--- src/rtl/alu_exec_if.sv ---
// ============================================================================
// Module   : alu_exec_if
// Summary  : Issue/result handshake bundle between ID/EX, the EX unit and EX/MEM.
// Revision : 1.0 - initial release
// ============================================================================
`default_nettype none

interface alu_exec_if #(
  parameter int DATA_W  = 32,
  parameter int ALUOP_W = 3,
  parameter int SHAMT_W = 5
) ();
  logic               in_valid;
  logic               in_ready;
  logic [ALUOP_W-1:0] alu_op;
  logic [5:0]         funct;
  logic [SHAMT_W-1:0] shamt;
  logic [DATA_W-1:0]  src_a;
  logic [DATA_W-1:0]  src_b;
  logic               out_valid;
  logic               out_ready;
  logic [DATA_W-1:0]  result;
  logic               zero;
  logic               overflow;
  logic               illegal;
  logic [DATA_W-1:0]  hi;
  logic [DATA_W-1:0]  lo;
  logic               busy;

  modport master (
    output in_valid, alu_op, funct, shamt, src_a, src_b, out_ready,
    input  in_ready, out_valid, result, zero, overflow, illegal, hi, lo, busy
  );

  modport slave (
    input  in_valid, alu_op, funct, shamt, src_a, src_b, out_ready,
    output in_ready, out_valid, result, zero, overflow, illegal, hi, lo, busy
  );
endinterface

`default_nettype wire

--- src/rtl/alu_exec_unit.sv ---
// ============================================================================
// Module   : alu_exec_unit
// Summary  : EX-stage ALU with registered valid/ready result stage and an
//            optional iterative mult/div engine (macro ALU_MULDIV_EN).
// Revision : 1.0 - initial release
// ============================================================================
`default_nettype none

module alu_exec_unit #(
  parameter int DATA_W  = 32,
  parameter int ALUOP_W = 3,
  parameter int SHAMT_W = 5
) (
  input wire logic  clk,
  input wire logic  rst_n,
  alu_exec_if.slave bus
);

  localparam int MSB = DATA_W - 1;

  logic [DATA_W-1:0] w_res;
  logic              w_ovf;
  logic              w_ill;
  logic              w_md_start;
  logic              w_idle;
  logic              w_md_done;
  logic              w_fire;
  logic [DATA_W-1:0] w_sum;
  logic [DATA_W-1:0] w_dif;
  logic [DATA_W-1:0] w_hi_q;
  logic [DATA_W-1:0] w_lo_q;

  logic              r_out_valid;
  logic [DATA_W-1:0] r_result;
  logic              r_zero;
  logic              r_ovf;
  logic              r_ill;

  assign w_sum    = bus.src_a + bus.src_b;
  assign w_dif    = bus.src_a - bus.src_b;
  assign w_fire   = bus.in_valid && bus.in_ready;
  assign bus.in_ready = w_idle && (!r_out_valid || bus.out_ready);

`ifdef ALU_MULDIV_EN
  logic w_md_mul;
  logic w_md_sgn;
`endif

  always_comb begin
    w_res      = '0;
    w_ovf      = 1'b0;
    w_ill      = 1'b0;
    w_md_start = 1'b0;
`ifdef ALU_MULDIV_EN
    w_md_mul   = 1'b0;
    w_md_sgn   = 1'b0;
`endif
    case (bus.alu_op)
      ALUOP_W'(0): begin
        w_res = w_sum;
        w_ovf = (bus.src_a[MSB] == bus.src_b[MSB]) && (w_sum[MSB] != bus.src_a[MSB]);
      end
      ALUOP_W'(1): begin
        w_res = w_dif;
        w_ovf = (bus.src_a[MSB] != bus.src_b[MSB]) && (w_dif[MSB] != bus.src_a[MSB]);
      end
      ALUOP_W'(2): begin
        case (bus.funct)
          6'h20: begin
            w_res = w_sum;
            w_ovf = (bus.src_a[MSB] == bus.src_b[MSB]) && (w_sum[MSB] != bus.src_a[MSB]);
          end
          6'h21: w_res = w_sum;
          6'h22: begin
            w_res = w_dif;
            w_ovf = (bus.src_a[MSB] != bus.src_b[MSB]) && (w_dif[MSB] != bus.src_a[MSB]);
          end
          6'h23: w_res = w_dif;
          6'h24: w_res = bus.src_a & bus.src_b;
          6'h25: w_res = bus.src_a | bus.src_b;
          6'h26: w_res = bus.src_a ^ bus.src_b;
          6'h27: w_res = ~(bus.src_a | bus.src_b);
          6'h2A: w_res = {{(DATA_W-1){1'b0}}, ($signed(bus.src_a) < $signed(bus.src_b))};
          6'h2B: w_res = {{(DATA_W-1){1'b0}}, (bus.src_a < bus.src_b)};
          6'h00: w_res = bus.src_b << bus.shamt;
          6'h02: w_res = bus.src_b >> bus.shamt;
          6'h03: w_res = $unsigned($signed(bus.src_b) >>> bus.shamt);
`ifdef ALU_MULDIV_EN
          6'h10: w_res = w_hi_q;
          6'h12: w_res = w_lo_q;
          6'h18: begin w_md_start = 1'b1; w_md_mul = 1'b1; w_md_sgn = 1'b1; end
          6'h19: begin w_md_start = 1'b1; w_md_mul = 1'b1; end
          6'h1A: begin w_md_start = 1'b1; w_md_sgn = 1'b1; end
          6'h1B: w_md_start = 1'b1;
`endif
          default: w_ill = 1'b1;
        endcase
      end
      ALUOP_W'(3): w_res = bus.src_a & bus.src_b;
      ALUOP_W'(4): w_res = bus.src_a | bus.src_b;
      ALUOP_W'(5): w_res = {{(DATA_W-1){1'b0}}, ($signed(bus.src_a) < $signed(bus.src_b))};
      ALUOP_W'(6): w_res = bus.src_b << 16;
      ALUOP_W'(7): w_res = bus.src_a ^ bus.src_b;
      default:     w_ill = 1'b1;
    endcase
  end

  // Result register only moves on a new transfer or an engine completion,
  // so a stalled result stays stable until the consumer takes it.
  always_ff @(posedge clk or negedge rst_n) begin
    if (!rst_n) begin
      r_out_valid <= 1'b0;
      r_result    <= '0;
      r_zero      <= 1'b0;
      r_ovf       <= 1'b0;
      r_ill       <= 1'b0;
    end else if (w_fire && !w_md_start) begin
      r_out_valid <= 1'b1;
      r_result    <= w_res;
      r_zero      <= (w_res == '0);
      r_ovf       <= w_ovf;
      r_ill       <= w_ill;
    end else if (w_fire) begin
      r_out_valid <= 1'b0;
    end else if (w_md_done) begin
      r_out_valid <= 1'b1;
      r_result    <= '0;
      r_zero      <= 1'b1;
      r_ovf       <= 1'b0;
      r_ill       <= 1'b0;
    end else if (r_out_valid && bus.out_ready) begin
      r_out_valid <= 1'b0;
    end
  end

  assign bus.out_valid = r_out_valid;
  assign bus.result    = r_result;
  assign bus.zero      = r_zero;
  assign bus.overflow  = r_ovf;
  assign bus.illegal   = r_ill;

`ifdef ALU_MULDIV_EN
  typedef enum logic [1:0] {
    S_IDLE   = 2'd0,
    S_MD_RUN = 2'd1,
    S_MD_FIX = 2'd2
  } state_t;

  state_t              r_state;
  state_t              w_state_nxt;
  logic [SHAMT_W-1:0]  r_cnt;
  logic [DATA_W:0]     r_acc;
  logic [DATA_W-1:0]   r_q;
  logic [DATA_W-1:0]   r_mb;
  logic [DATA_W-1:0]   r_a;
  logic                r_mul;
  logic                r_neg_q;
  logic                r_neg_r;
  logic                r_bzero;
  logic [DATA_W-1:0]   r_hi;
  logic [DATA_W-1:0]   r_lo;
  logic                r_busy;

  logic                w_a_neg;
  logic                w_b_neg;
  logic [DATA_W:0]     w_madd;
  logic [DATA_W:0]     w_trial;
  logic [DATA_W+1:0]   w_diff;
  logic [2*DATA_W-1:0] w_prod;
  logic [2*DATA_W-1:0] w_prod_s;
  logic [DATA_W-1:0]   w_quo;
  logic [DATA_W-1:0]   w_rem;

  assign w_idle    = (r_state == S_IDLE);
  assign w_md_done = (r_state == S_MD_FIX);
  assign w_hi_q    = r_hi;
  assign w_lo_q    = r_lo;

  assign w_a_neg  = w_md_sgn && bus.src_a[MSB];
  assign w_b_neg  = w_md_sgn && bus.src_b[MSB];
  assign w_madd   = r_acc + (r_q[0] ? {1'b0, r_mb} : '0);
  assign w_trial  = {r_acc[DATA_W-1:0], r_q[MSB]};
  assign w_diff   = {1'b0, w_trial} - {2'b00, r_mb};
  assign w_prod   = {r_acc[DATA_W-1:0], r_q};
  assign w_prod_s = r_neg_q ? (~w_prod + 1'b1) : w_prod;
  assign w_quo    = r_neg_q ? (~r_q + 1'b1) : r_q;
  assign w_rem    = r_neg_r ? (~r_acc[DATA_W-1:0] + 1'b1) : r_acc[DATA_W-1:0];

  always_ff @(posedge clk or negedge rst_n) begin
    if (!rst_n) r_state <= S_IDLE;
    else        r_state <= w_state_nxt;
  end

  always_comb begin
    w_state_nxt = r_state;
    case (r_state)
      S_IDLE:   if (w_fire && w_md_start) w_state_nxt = S_MD_RUN;
      S_MD_RUN: if (r_cnt == '0) w_state_nxt = S_MD_FIX;
      S_MD_FIX: w_state_nxt = S_IDLE;
      default:  w_state_nxt = S_IDLE;
    endcase
  end

  // Both engines work on magnitudes; signs are reapplied in MD_FIX.
  always_ff @(posedge clk or negedge rst_n) begin
    if (!rst_n) begin
      r_cnt   <= '0;
      r_acc   <= '0;
      r_q     <= '0;
      r_mb    <= '0;
      r_a     <= '0;
      r_mul   <= 1'b0;
      r_neg_q <= 1'b0;
      r_neg_r <= 1'b0;
      r_bzero <= 1'b0;
      r_hi    <= '0;
      r_lo    <= '0;
      r_busy  <= 1'b0;
    end else begin
      case (r_state)
        S_IDLE: if (w_fire && w_md_start) begin
          r_cnt   <= SHAMT_W'(DATA_W - 1);
          r_acc   <= '0;
          r_q     <= w_a_neg ? (~bus.src_a + 1'b1) : bus.src_a;
          r_mb    <= w_b_neg ? (~bus.src_b + 1'b1) : bus.src_b;
          r_a     <= bus.src_a;
          r_mul   <= w_md_mul;
          r_neg_q <= w_a_neg ^ w_b_neg;
          r_neg_r <= w_a_neg;
          r_bzero <= (bus.src_b == '0);
          r_busy  <= 1'b1;
        end
        S_MD_RUN: begin
          r_cnt <= r_cnt - 1'b1;
          if (r_mul) begin
            {r_acc, r_q} <= {w_madd, r_q} >> 1;
          end else if (!w_diff[DATA_W+1]) begin
            r_acc <= w_diff[DATA_W:0];
            r_q   <= {r_q[DATA_W-2:0], 1'b1};
          end else begin
            r_acc <= w_trial;
            r_q   <= {r_q[DATA_W-2:0], 1'b0};
          end
        end
        S_MD_FIX: begin
          r_busy <= 1'b0;
          if (r_mul) begin
            {r_hi, r_lo} <= w_prod_s;
          end else if (r_bzero) begin
            r_lo <= '1;
            r_hi <= r_a;
          end else begin
            r_lo <= w_quo;
            r_hi <= w_rem;
          end
        end
        default: ;
      endcase
    end
  end

  assign bus.hi   = r_hi;
  assign bus.lo   = r_lo;
  assign bus.busy = r_busy;
`else
  assign w_idle    = 1'b1;
  assign w_md_done = 1'b0;
  assign w_hi_q    = '0;
  assign w_lo_q    = '0;
  assign bus.hi    = '0;
  assign bus.lo    = '0;
  assign bus.busy  = 1'b0;
`endif

endmodule

`default_nettype wire

--- src/flat_wrapper.sv ---
// flat-port wrapper written by rule: the top's interface ports become plain ports
module alu_exec_unit_flat 
#(
  parameter int DATA_W  = 32,
  parameter int ALUOP_W = 3,
  parameter int SHAMT_W = 5
)
  (clk, rst_n, bus_in_valid, bus_alu_op, bus_funct, bus_shamt, bus_src_a, bus_src_b, bus_out_ready, bus_in_ready, bus_out_valid, bus_result, bus_zero, bus_overflow, bus_illegal, bus_hi, bus_lo, bus_busy);
  alu_exec_if #(.DATA_W(DATA_W), .ALUOP_W(ALUOP_W), .SHAMT_W(SHAMT_W)) bus_i ();
  input wire logic clk;
  input wire logic rst_n;
  input wire logic [$bits(bus_i.in_valid)-1:0] bus_in_valid;
  input wire logic [$bits(bus_i.alu_op)-1:0] bus_alu_op;
  input wire logic [$bits(bus_i.funct)-1:0] bus_funct;
  input wire logic [$bits(bus_i.shamt)-1:0] bus_shamt;
  input wire logic [$bits(bus_i.src_a)-1:0] bus_src_a;
  input wire logic [$bits(bus_i.src_b)-1:0] bus_src_b;
  input wire logic [$bits(bus_i.out_ready)-1:0] bus_out_ready;
  output wire logic [$bits(bus_i.in_ready)-1:0] bus_in_ready;
  output wire logic [$bits(bus_i.out_valid)-1:0] bus_out_valid;
  output wire logic [$bits(bus_i.result)-1:0] bus_result;
  output wire logic [$bits(bus_i.zero)-1:0] bus_zero;
  output wire logic [$bits(bus_i.overflow)-1:0] bus_overflow;
  output wire logic [$bits(bus_i.illegal)-1:0] bus_illegal;
  output wire logic [$bits(bus_i.hi)-1:0] bus_hi;
  output wire logic [$bits(bus_i.lo)-1:0] bus_lo;
  output wire logic [$bits(bus_i.busy)-1:0] bus_busy;
  assign bus_i.in_valid = bus_in_valid;
  assign bus_i.alu_op = bus_alu_op;
  assign bus_i.funct = bus_funct;
  assign bus_i.shamt = bus_shamt;
  assign bus_i.src_a = bus_src_a;
  assign bus_i.src_b = bus_src_b;
  assign bus_i.out_ready = bus_out_ready;
  assign bus_in_ready = bus_i.in_ready;
  assign bus_out_valid = bus_i.out_valid;
  assign bus_result = bus_i.result;
  assign bus_zero = bus_i.zero;
  assign bus_overflow = bus_i.overflow;
  assign bus_illegal = bus_i.illegal;
  assign bus_hi = bus_i.hi;
  assign bus_lo = bus_i.lo;
  assign bus_busy = bus_i.busy;
  alu_exec_unit #(.DATA_W(DATA_W), .ALUOP_W(ALUOP_W), .SHAMT_W(SHAMT_W)) u_core (.clk(clk), .rst_n(rst_n), .bus(bus_i));
endmodule
--- config.mk ---
export PLATFORM = sky130hd
export DESIGN_NAME = alu_exec_unit_flat
export DESIGN_NICKNAME = d
export VERILOG_FILES = /design/src/rtl/alu_exec_if.sv /design/src/rtl/alu_exec_unit.sv /design/src/flat_wrapper.sv
export SDC_FILE = /design/constraint.sdc
export NUM_CORES = 1
export LEC_CHECK = 0
export ABC_AREA = 1
export BUFFER_PORTS_ARGS = -buffer_cell sky130_fd_sc_hd__buf_2
export CORE_ASPECT_RATIO = 1.25
export CORE_MARGIN = 2
export CORE_UTILIZATION = 23
export DETAILED_ROUTE_END_ITERATION = 8
export SETUP_SLACK_MARGIN = 0.5
export SLEW_MARGIN = 20
export SYNTH_ARGS = -nofsm -noshare
export SYNTH_HDL_FRONTEND = slang
export SYNTH_SLANG_ARGS = --single-unit
--- constraint.sdc ---
create_clock -name clk -period 1.7 [get_ports clk]
set_clock_uncertainty 0.15 [all_clocks]
set_input_delay 0.34 -clock clk [delete_from_list [all_inputs] [get_ports clk]]
set_output_delay 0.34 -clock clk [all_outputs]
set_load 0.01 [all_outputs]
==> results of run 1 <==
-- per-layer routing --
layer  vias up  wire length (microns)
li1      10700                      -
met5         -                      0
met2      1191                  44700
met1     10400                  34300
met4         0                   8440
met3       365                   6670
-- power breakdown --
group          switching [mW]  leakage [nW]  total (mW)  internal (mW)
Sequential             0.0796         0.457        1.08           1.00
Clock                   0.353        0.0736       0.892          0.539
Combinational            4.96          13.4        9.17           4.21
-- cell type report --
type                            instances  area [sq um]  area share
Multi-Input combinational cell       2243         14200       0.528
Timing Repair Buffer                 1051          9180       0.341
Inverter                              352          1530      0.0566
Tap cell                              772           966      0.0358
Sequential cell                        36           901      0.0334
Clock buffer                            5           125     0.00464
Clock inverter                          3          18.8    0.000696
Antenna cell                            3          7.51    0.000279
-- logic make-up after synthesis --
group,synth area share
flip-flops,0.0639
AO/OA/AOI/OAI,0.118
other,0.000266
adder cells (fa/ha/maj),0.0881
XOR/XNOR,0.00746
buffers and inverters,0.178
AND/OR/NAND/NOR,0.545
-- flip-flops by register name (all words and copies together), names as in the netlist --
name	flops
u_core.bus.illegal	1
u_core.bus.result	32
u_core.bus.zero	1
u_core.bus.overflow	1
u_core.bus.out_valid	1
-- placed cells by master (no fill, tap or decap), drive strengths merged, types with 2 or more instances in the layout --
master   Yosys  final
nor3        32     32
buf        158   1047
o21ai      120    120
a22oi        4      4
o211ai       7      7
clkbuf      35      6
o21a         3      3
or2          4      4
fa           2      2
bufbuf       0      2
a21oi       80     80
conb         1     65
o22ai       30     30
nand2      984    984
diode        0      3
o2111ai      6      6
xor2        11     11
dfrtp       36     36
o21bai      11     11
ha          96     96
a22o         2      2
inv        348    347
a21boi       2      2
nand4       43     43
clkinv       4      8
a221oi      11     11
a211oi       6      6
nand3      489    489
a2111oi      4      4
nand3b       6      6
nor2       212    212
nor4         8      8
-- timing repair --
item	CTS	global route
resized for setup	603	325
setup buffers	98	39
setup endpoints to repair	72	73
endpoints found under the hold margin	36	0
gates cloned	5	1
pin swaps	188	172
hold buffers	1	0
-- worst register-to-register path, stage by stage (launching register included) --
cell and delay (ns):
dfrtp_1 0.38, nand2_2 0.09, nand2_2 0.10, clkinv_1 0.08, nand2_2 0.07, nor2_1 0.10, nand3_1 0.09, nor2_1 0.12
nand2_1 0.06, nand2_1 0.05
-- worst max path at each step --
stage                                  to    startpoint  cells past startpoint
final                     u_core.bus.zero  bus_shamt[0]                     22
after global routing      u_core.bus.zero  bus_src_b[1]                     24
after CTS                 u_core.bus.zero  bus_src_a[0]                     24
after detailed placement  u_core.bus.zero  bus_src_b[4]                     25
after global placement    u_core.bus.zero  bus_src_b[4]                     25
after floorplan           u_core.bus.zero  bus_src_a[0]                     24
==> results_dict.tcl, run 1 <==
set metrics [dict create \
    layout.cells.non_filler 4465 \
    worst_slack_ns -1.01 \
    grt_busiest_layer "met2" \
    first_pass_iters 6 \
    synth_area_leaders "nand2_1, nand3_1, inv_1, ha_1, dfrtp_1" \
    min_to "u_core.bus.out_valid" \
    grt_overflow 0 \
    synth_ff_type "dfrtp_1" \
    numPortBuffers 118 \
    grt_max_degree 37 \
    reg2regPathDepth 9 \
    synthDominantCellAreaShare 0.259 \
    die_area_sq_um 63300 \
    synth_cell_types 48 \
    ctsLongestPathBuffers 2 \
    ys_warn_count 0 \
    fp-row-count 101 \
    crit_buf_inv 4 \
    h-tree-depth 2 \
    violations "negative setup slack" \
    place_area_sq_um 22200 \
    utilization 0.444 \
    synthArstFlopShare 1.00 \
    finalMaxSlewViolations 0 \
    fp.dieW_microns 225 \
    start_kind "input pin" \
    grt_pass1_vias 21700 \
    drive_gt1_frac 0.497 \
    rsz0062_at_grt "true" \
    grt_pass1_wl_mm 133 \
    start_util 0.232 \
    finalWirelength_mm 94.1 \
    slowest_delay_ns 0.29 \
    peakVddDrop_uv 316 \
    cts_tree "yes" \
    cts-buffers-inserted 5 \
    drt_iter0_drc 2101 \
    vias 22600 \
    grt_usage 0.284 \
    crit_slowest_cell "bufbuf_16" \
    critPathKind "input pin to register" \
    critPathMaxFanout 7 \
    core_area_sq_um 60700 \
    met3_usage 0.0361 \
    power_mw 11.1 \
    worstPathArrival_ns 2.79 \
    finalWeightedCongestion 1.06 \
    power.density_nw_per_um2 414 \
    syn_inst 2760 \
    die_h_microns 281 \
    regToRegEndpoint "u_core.bus.zero" \
    globalRouteMet2Util 0.502 \
    worstSetupEndpointType "register" \
    synth.largest_area_cell "nand2_1" \
    met1_usage 0.313 \
    avgSynthCellArea_sq_um 5.11 \
    max_freq_mhz 368 \
    fin_area_sq_um 27000 \
    ioPinCount 184 \
    min-delay-start "bus_out_ready" \
    synth_edf_count 0 \
    cpLargestDelayFamily "simple AND/OR/NAND/NOR gates" \
    critPathRequiredTime_ns 1.77 \
    leakage_nw 14.0 \
    synth_commonest_cells "nand2_1, nand3_1, inv_1" \
    drc 0 \
    final.min_clock_period_ns 2.71 \
    seq_area_frac_synth 0.0639 \
    run_status "finished with violations" \
    crit-reg2reg-launch "u_core.bus.out_valid" \
    dp_cells 4310 \
    tns_ns -23.39 \
    n_fill_cell 6306 \
    cts_sinks 36 \
    clk_pin_slew_ns 0.06 \
    pre_cts_ws_ns -1.58 \
    hold_ws_ns 0.295 \
    area_growth_pct 91.2 \
    ys_ff_latch 36 \
    hpwlAfterDp_mm 78.4 \
    max_cap_violations 0 \
    crit_top_cell "nand2_1" \
    synthesis.area_sq_um 14100 \
    antenna_found_initial 4 \
    min_period_over_period 1.60 \
    crit_chain "buf_8 > bufbuf_16 > nand2_1 > buf_4 > nand3_1 > nand3_1 > nand2_1 > o211ai_1 > nand2_1 > nand2_2 > nand2_1 > nand2_1 > nand2_1 > nand2_2 > nand2_1 > inv_1 > nand2_2 > nor2_2 > nand2_1 > nor2_1 > nand2_1 > nand2_1" \
    via_per_inst 5.06 \
    finalHoldViolCount 0 \
    drtAntennaViolNets 0 \
    clock_latency_ns 0.28 \
    setup_viol_count_final 34 \
    cts_root_buf "clkbuf_16" \
    hp-class "input pin to register" \
    whs_path_depth 5 \
    post-synth-top-count-cell "nand2_1" \
    num-nets-final 3869 \
    rrSetupSlack_ns 0.34 \
    wire_per_inst_microns 21.1 \
]
(Power assumes the default switching activity.)
==> run 2, diff against run 1 <==
--- a/config.mk
+++ b/config.mk
@@ -5,10 +5,9 @@
 export SDC_FILE = /design/constraint.sdc
 export NUM_CORES = 1
 export LEC_CHECK = 0
-export ABC_AREA = 1
 export BUFFER_PORTS_ARGS = -buffer_cell sky130_fd_sc_hd__buf_2
 export CORE_ASPECT_RATIO = 1.25
-export CORE_MARGIN = 2
+export CORE_MARGIN = 8
 export CORE_UTILIZATION = 23
 export DETAILED_ROUTE_END_ITERATION = 8
 export SETUP_SLACK_MARGIN = 0.5
==> run 2 against run 1 <==
The flow still finishes with violations (negative setup slack). Via count shrank 12%. Routed wire length decreased by 1.9%. Area after synthesis is 1.4% higher. Largest cell class unchanged. Setup slack worse by 1.4 ns. Clock power is 20% higher. Critical path type unchanged.
==> results_dict.tcl, run 2 <==
set metrics [dict create \
    ioPinCount 184 \
    max_cap_violations 0 \
    ys_ff_latch 36 \
    crit-reg2reg-launch "u_core.bus.out_valid" \
    crit_buf_inv 4 \
    synthArstFlopShare 1.00 \
    hpwlAfterDp_mm 76.4 \
    layout_common_cells "buf_4, nand2_1, nor2_1" \
    finalWirelength_mm 92.3 \
    drc 0 \
    p_comb_frac 0.802 \
    power.net_switching_mw 5.02 \
    max_freq_mhz 245 \
    synth_top_family_by_area "compound AO/OA/AOI/OAI gates" \
    h-tree-depth 2 \
    synth_ff_type "dfrtp_1" \
    maxUsedRoutingLayer "met4" \
    seqPwrFrac 0.101 \
    post-synth-top-count-cell "nand2_1" \
    synth_commonest_cells "nand2_1, nor2_1, a21oi_1" \
    min-delay-start "bus_in_valid" \
    peakVddDrop_uv 815 \
    synth-simple-area-share 0.185 \
    synth_edf_count 0 \
    cts_root_buf "clkbuf_16" \
    synth.largest_area_cell "ha_1" \
    first_pass_iters 5 \
    worstSetupEndpointType "register" \
    dp_cells 3562 \
    grt_pass1_wl_mm 132 \
    intPower_mw 5.96 \
    fp-row-count 102 \
    die_h_microns 295 \
    crit_top_cell "and4bb_1" \
    grt_usage 0.250 \
    run_status "finished with violations" \
    wl_met2_mm 42.2 \
    synth_compound_area_frac 0.297 \
    tightest_slew_ns 0.785 \
    sw_frac_of_total 0.457 \
    start_kind "input pin" \
    synthAdderAreaFrac 0.0868 \
    critPathRequiredTime_ns 1.73 \
    wl_met1_mm 36.0 \
    synth_mux_area_frac 0.197 \
    cts-buffers-inserted 5 \
    synth_area_leaders "ha_1, mux2i_1, mux4_2, dfrtp_1, a21oi_1" \
    num-nets-final 3026 \
    power.density_nw_per_um2 442 \
    drtAntennaViolNets 0 \
    numPortBuffers 118 \
    die_area_sq_um 70400 \
    synth_cell_types 91 \
    finalMaxSlewViolations 0 \
    largest_reg_flops 32 \
    synthDominantCellAreaShare 0.0840 \
    critPathMaxFanout 4 \
    pre_cts_ws_ns -2.93 \
    grt_max_degree 37 \
    hp-class "input pin to register" \
    cpLargestDelayFamily "simple AND/OR/NAND/NOR gates" \
    drt_iter0_drc 1702 \
    synth-xor-area-share 0.0539 \
    finalHoldViolCount 0 \
    crit_start "bus_src_a[1]" \
    grt_pass1_vias 19600 \
    start_util 0.231 \
    critPathKind "input pin to register" \
    ctsLongestPathBuffers 2 \
    relSlewSlack 0.471 \
    crit_chain "buf_8 > clkinvlp_4 > ha_4 > o21ba_4 > or4_4 > buf_6 > a21oi_4 > buf_4 > o311ai_2 > o211ai_1 > xnor2_1 > a221oi_2 > a31oi_2 > or4_1 > and4bb_1 > and4bb_1 > nand4_1 > o41ai_2" \
    seq_area_frac_synth 0.0630 \
    ys_warn_count 0 \
    n_fill_cell 6399 \
    clkPwrFrac 0.097 \
    avgSynthCellArea_sq_um 7.15 \
    setup_viol_count_final 34 \
    vias 19800 \
    regArea_sq_um 901 \
    syn_inst 1999 \
    slowest_delay_ns 0.52 \
    rsz0062_at_grt "true" \
    finalWeightedCongestion 1.06 \
    via_per_inst 5.37 \
    synthesis.area_sq_um 14300 \
    met3_length_mm 6.47 \
    final_common_cell "buf_4" \
    final.min_clock_period_ns 4.09 \
    worstPathArrival_ns 4.12 \
    drive_gt1_frac 0.511 \
    worst_slack_ns -2.39 \
    core_area_sq_um 61800 \
    violations "negative setup slack" \
    cts_tree "yes" \
    crit_slowest_cell "or4_1" \
    clock_latency_ns 0.29 \
    multiInputGateArea_sq_um 13900 \
    leakage_nw 11.2 \
    antenna_found_initial 1 \
    area_growth_pct 73.8 \
    min_period_over_period 2.40 \
    cts_sinks 36 \
    layout.cells.non_filler 3680 \
    wire_per_inst_microns 25.1 \
    fp.dieW_microns 239 \
    clk_pin_slew_ns 0.06 \
    grt_overflow 0 \
]
[run 2: changes by cell type after synthesis, moves of 29 or more]
cell / change
nand3_1: -448
a21oi_1: +89
clkbuf_1: +76
mux2i_1: +112
nand2_1: -780
xnor2_1: +73
inv_1: -236
mux4_2: +46
nand4_1: -29
mux2_2: +55
[run 2: kinds of logic after synthesis]
family,after synthesis
AO/OA/AOI/OAI,630
AND/OR/NAND/NOR,576
buffers and inverters,354
multiplexers,216
adder cells (fa/ha/maj),98
XOR/XNOR,88
flip-flops,36
other,1
[run 2: worst reg2reg max path: stages, from the launching register on]
cell      delay, ns
dfrtp_1        0.38
nand2b_1       0.14
nand2_4        0.13
a211oi_2       0.28
nand3_1        0.12
or4b_4         0.54
nor3_1         0.19
buf_4          0.14
and4bb_1       0.23
and4bb_1       0.26
nand4_1        0.12
o41ai_2        0.20
[run 2: layer usage]
metal	global-route usage	vias up
li1	-	8954
met1	0.301	9430
met2	0.417	1054
met3	0.0297	333
met4	0.162	0
met5	0	-
[run 2: what timing repair did]
item / CTS / global route
setup buffers: 57 / 49
hold buffers: 1 / 0
setup endpoints to repair: 72 / 72
pin swaps: 83 / 83
cloned: 2 / 0
resized for setup: 356 / 149
hold endpoints to repair: 36 / 0
[run 2: worst paths after layout]
check / endpoint / slack, ns / cells past startpoint
worst max-delay path: u_core.bus.zero / -2.39 / 18
worst min-delay path: u_core.bus.out_valid / 0.24 / 3
worst max register to register: u_core.bus.zero / -1.30 / 11
worst min register to register: u_core.bus.result[27] / 0.34 / 2
max in group asynchronous: u_core.bus.result[8] / 0.81 / 3
min in group asynchronous: u_core.bus.result[13] / 0.40 / 3
[run 2: stage by stage]
step / total power, mW / hold WS [ns] / cell area, sq um / utilization / setup TNS (ns)
2_1_floorplan: 4.90 / -0.106 / 15400 / - / -39.17
3_3_place_gp: 8.41 / 0.170 / 21600 / 0.350 / -67.11
3_5_place_dp: 8.39 / 0.170 / 21600 / 0.350 / -67.38
4_1_cts: 10.3 / 0.224 / 23800 / 0.386 / -46.75
5_1_grt: 11.5 / 0.251 / 24800 / 0.402 / -53.55
6_report: 11.0 / 0.239 / 24800 / 0.402 / -51.26
[run 2: cell type report]
| class | count | area share |
|---|---|---|
| multi-input cells | 1673 | 0.561 |
| repair buffers | 1023 | 0.336 |
| well taps | 832 | 0.0419 |
| flip-flops and latches | 36 | 0.0363 |
| inverters | 107 | 0.0177 |
| clock buffers | 5 | 0.00504 |
| clock inverters | 3 | 0.00171 |
| diodes | 1 | 0.000101 |
[run 2: power groups by stage]
stage / logic [mW] / clock network [mW] / registers, mW
after floorplan: 3.73 / 0 / 1.18
after global placement: 7.31 / 0 / 1.10
after detailed placement: 7.29 / 0 / 1.11
after CTS: 8.12 / 1.11 / 1.10
after global routing: 9.25 / 1.13 / 1.13
final: 8.81 / 1.07 / 1.11
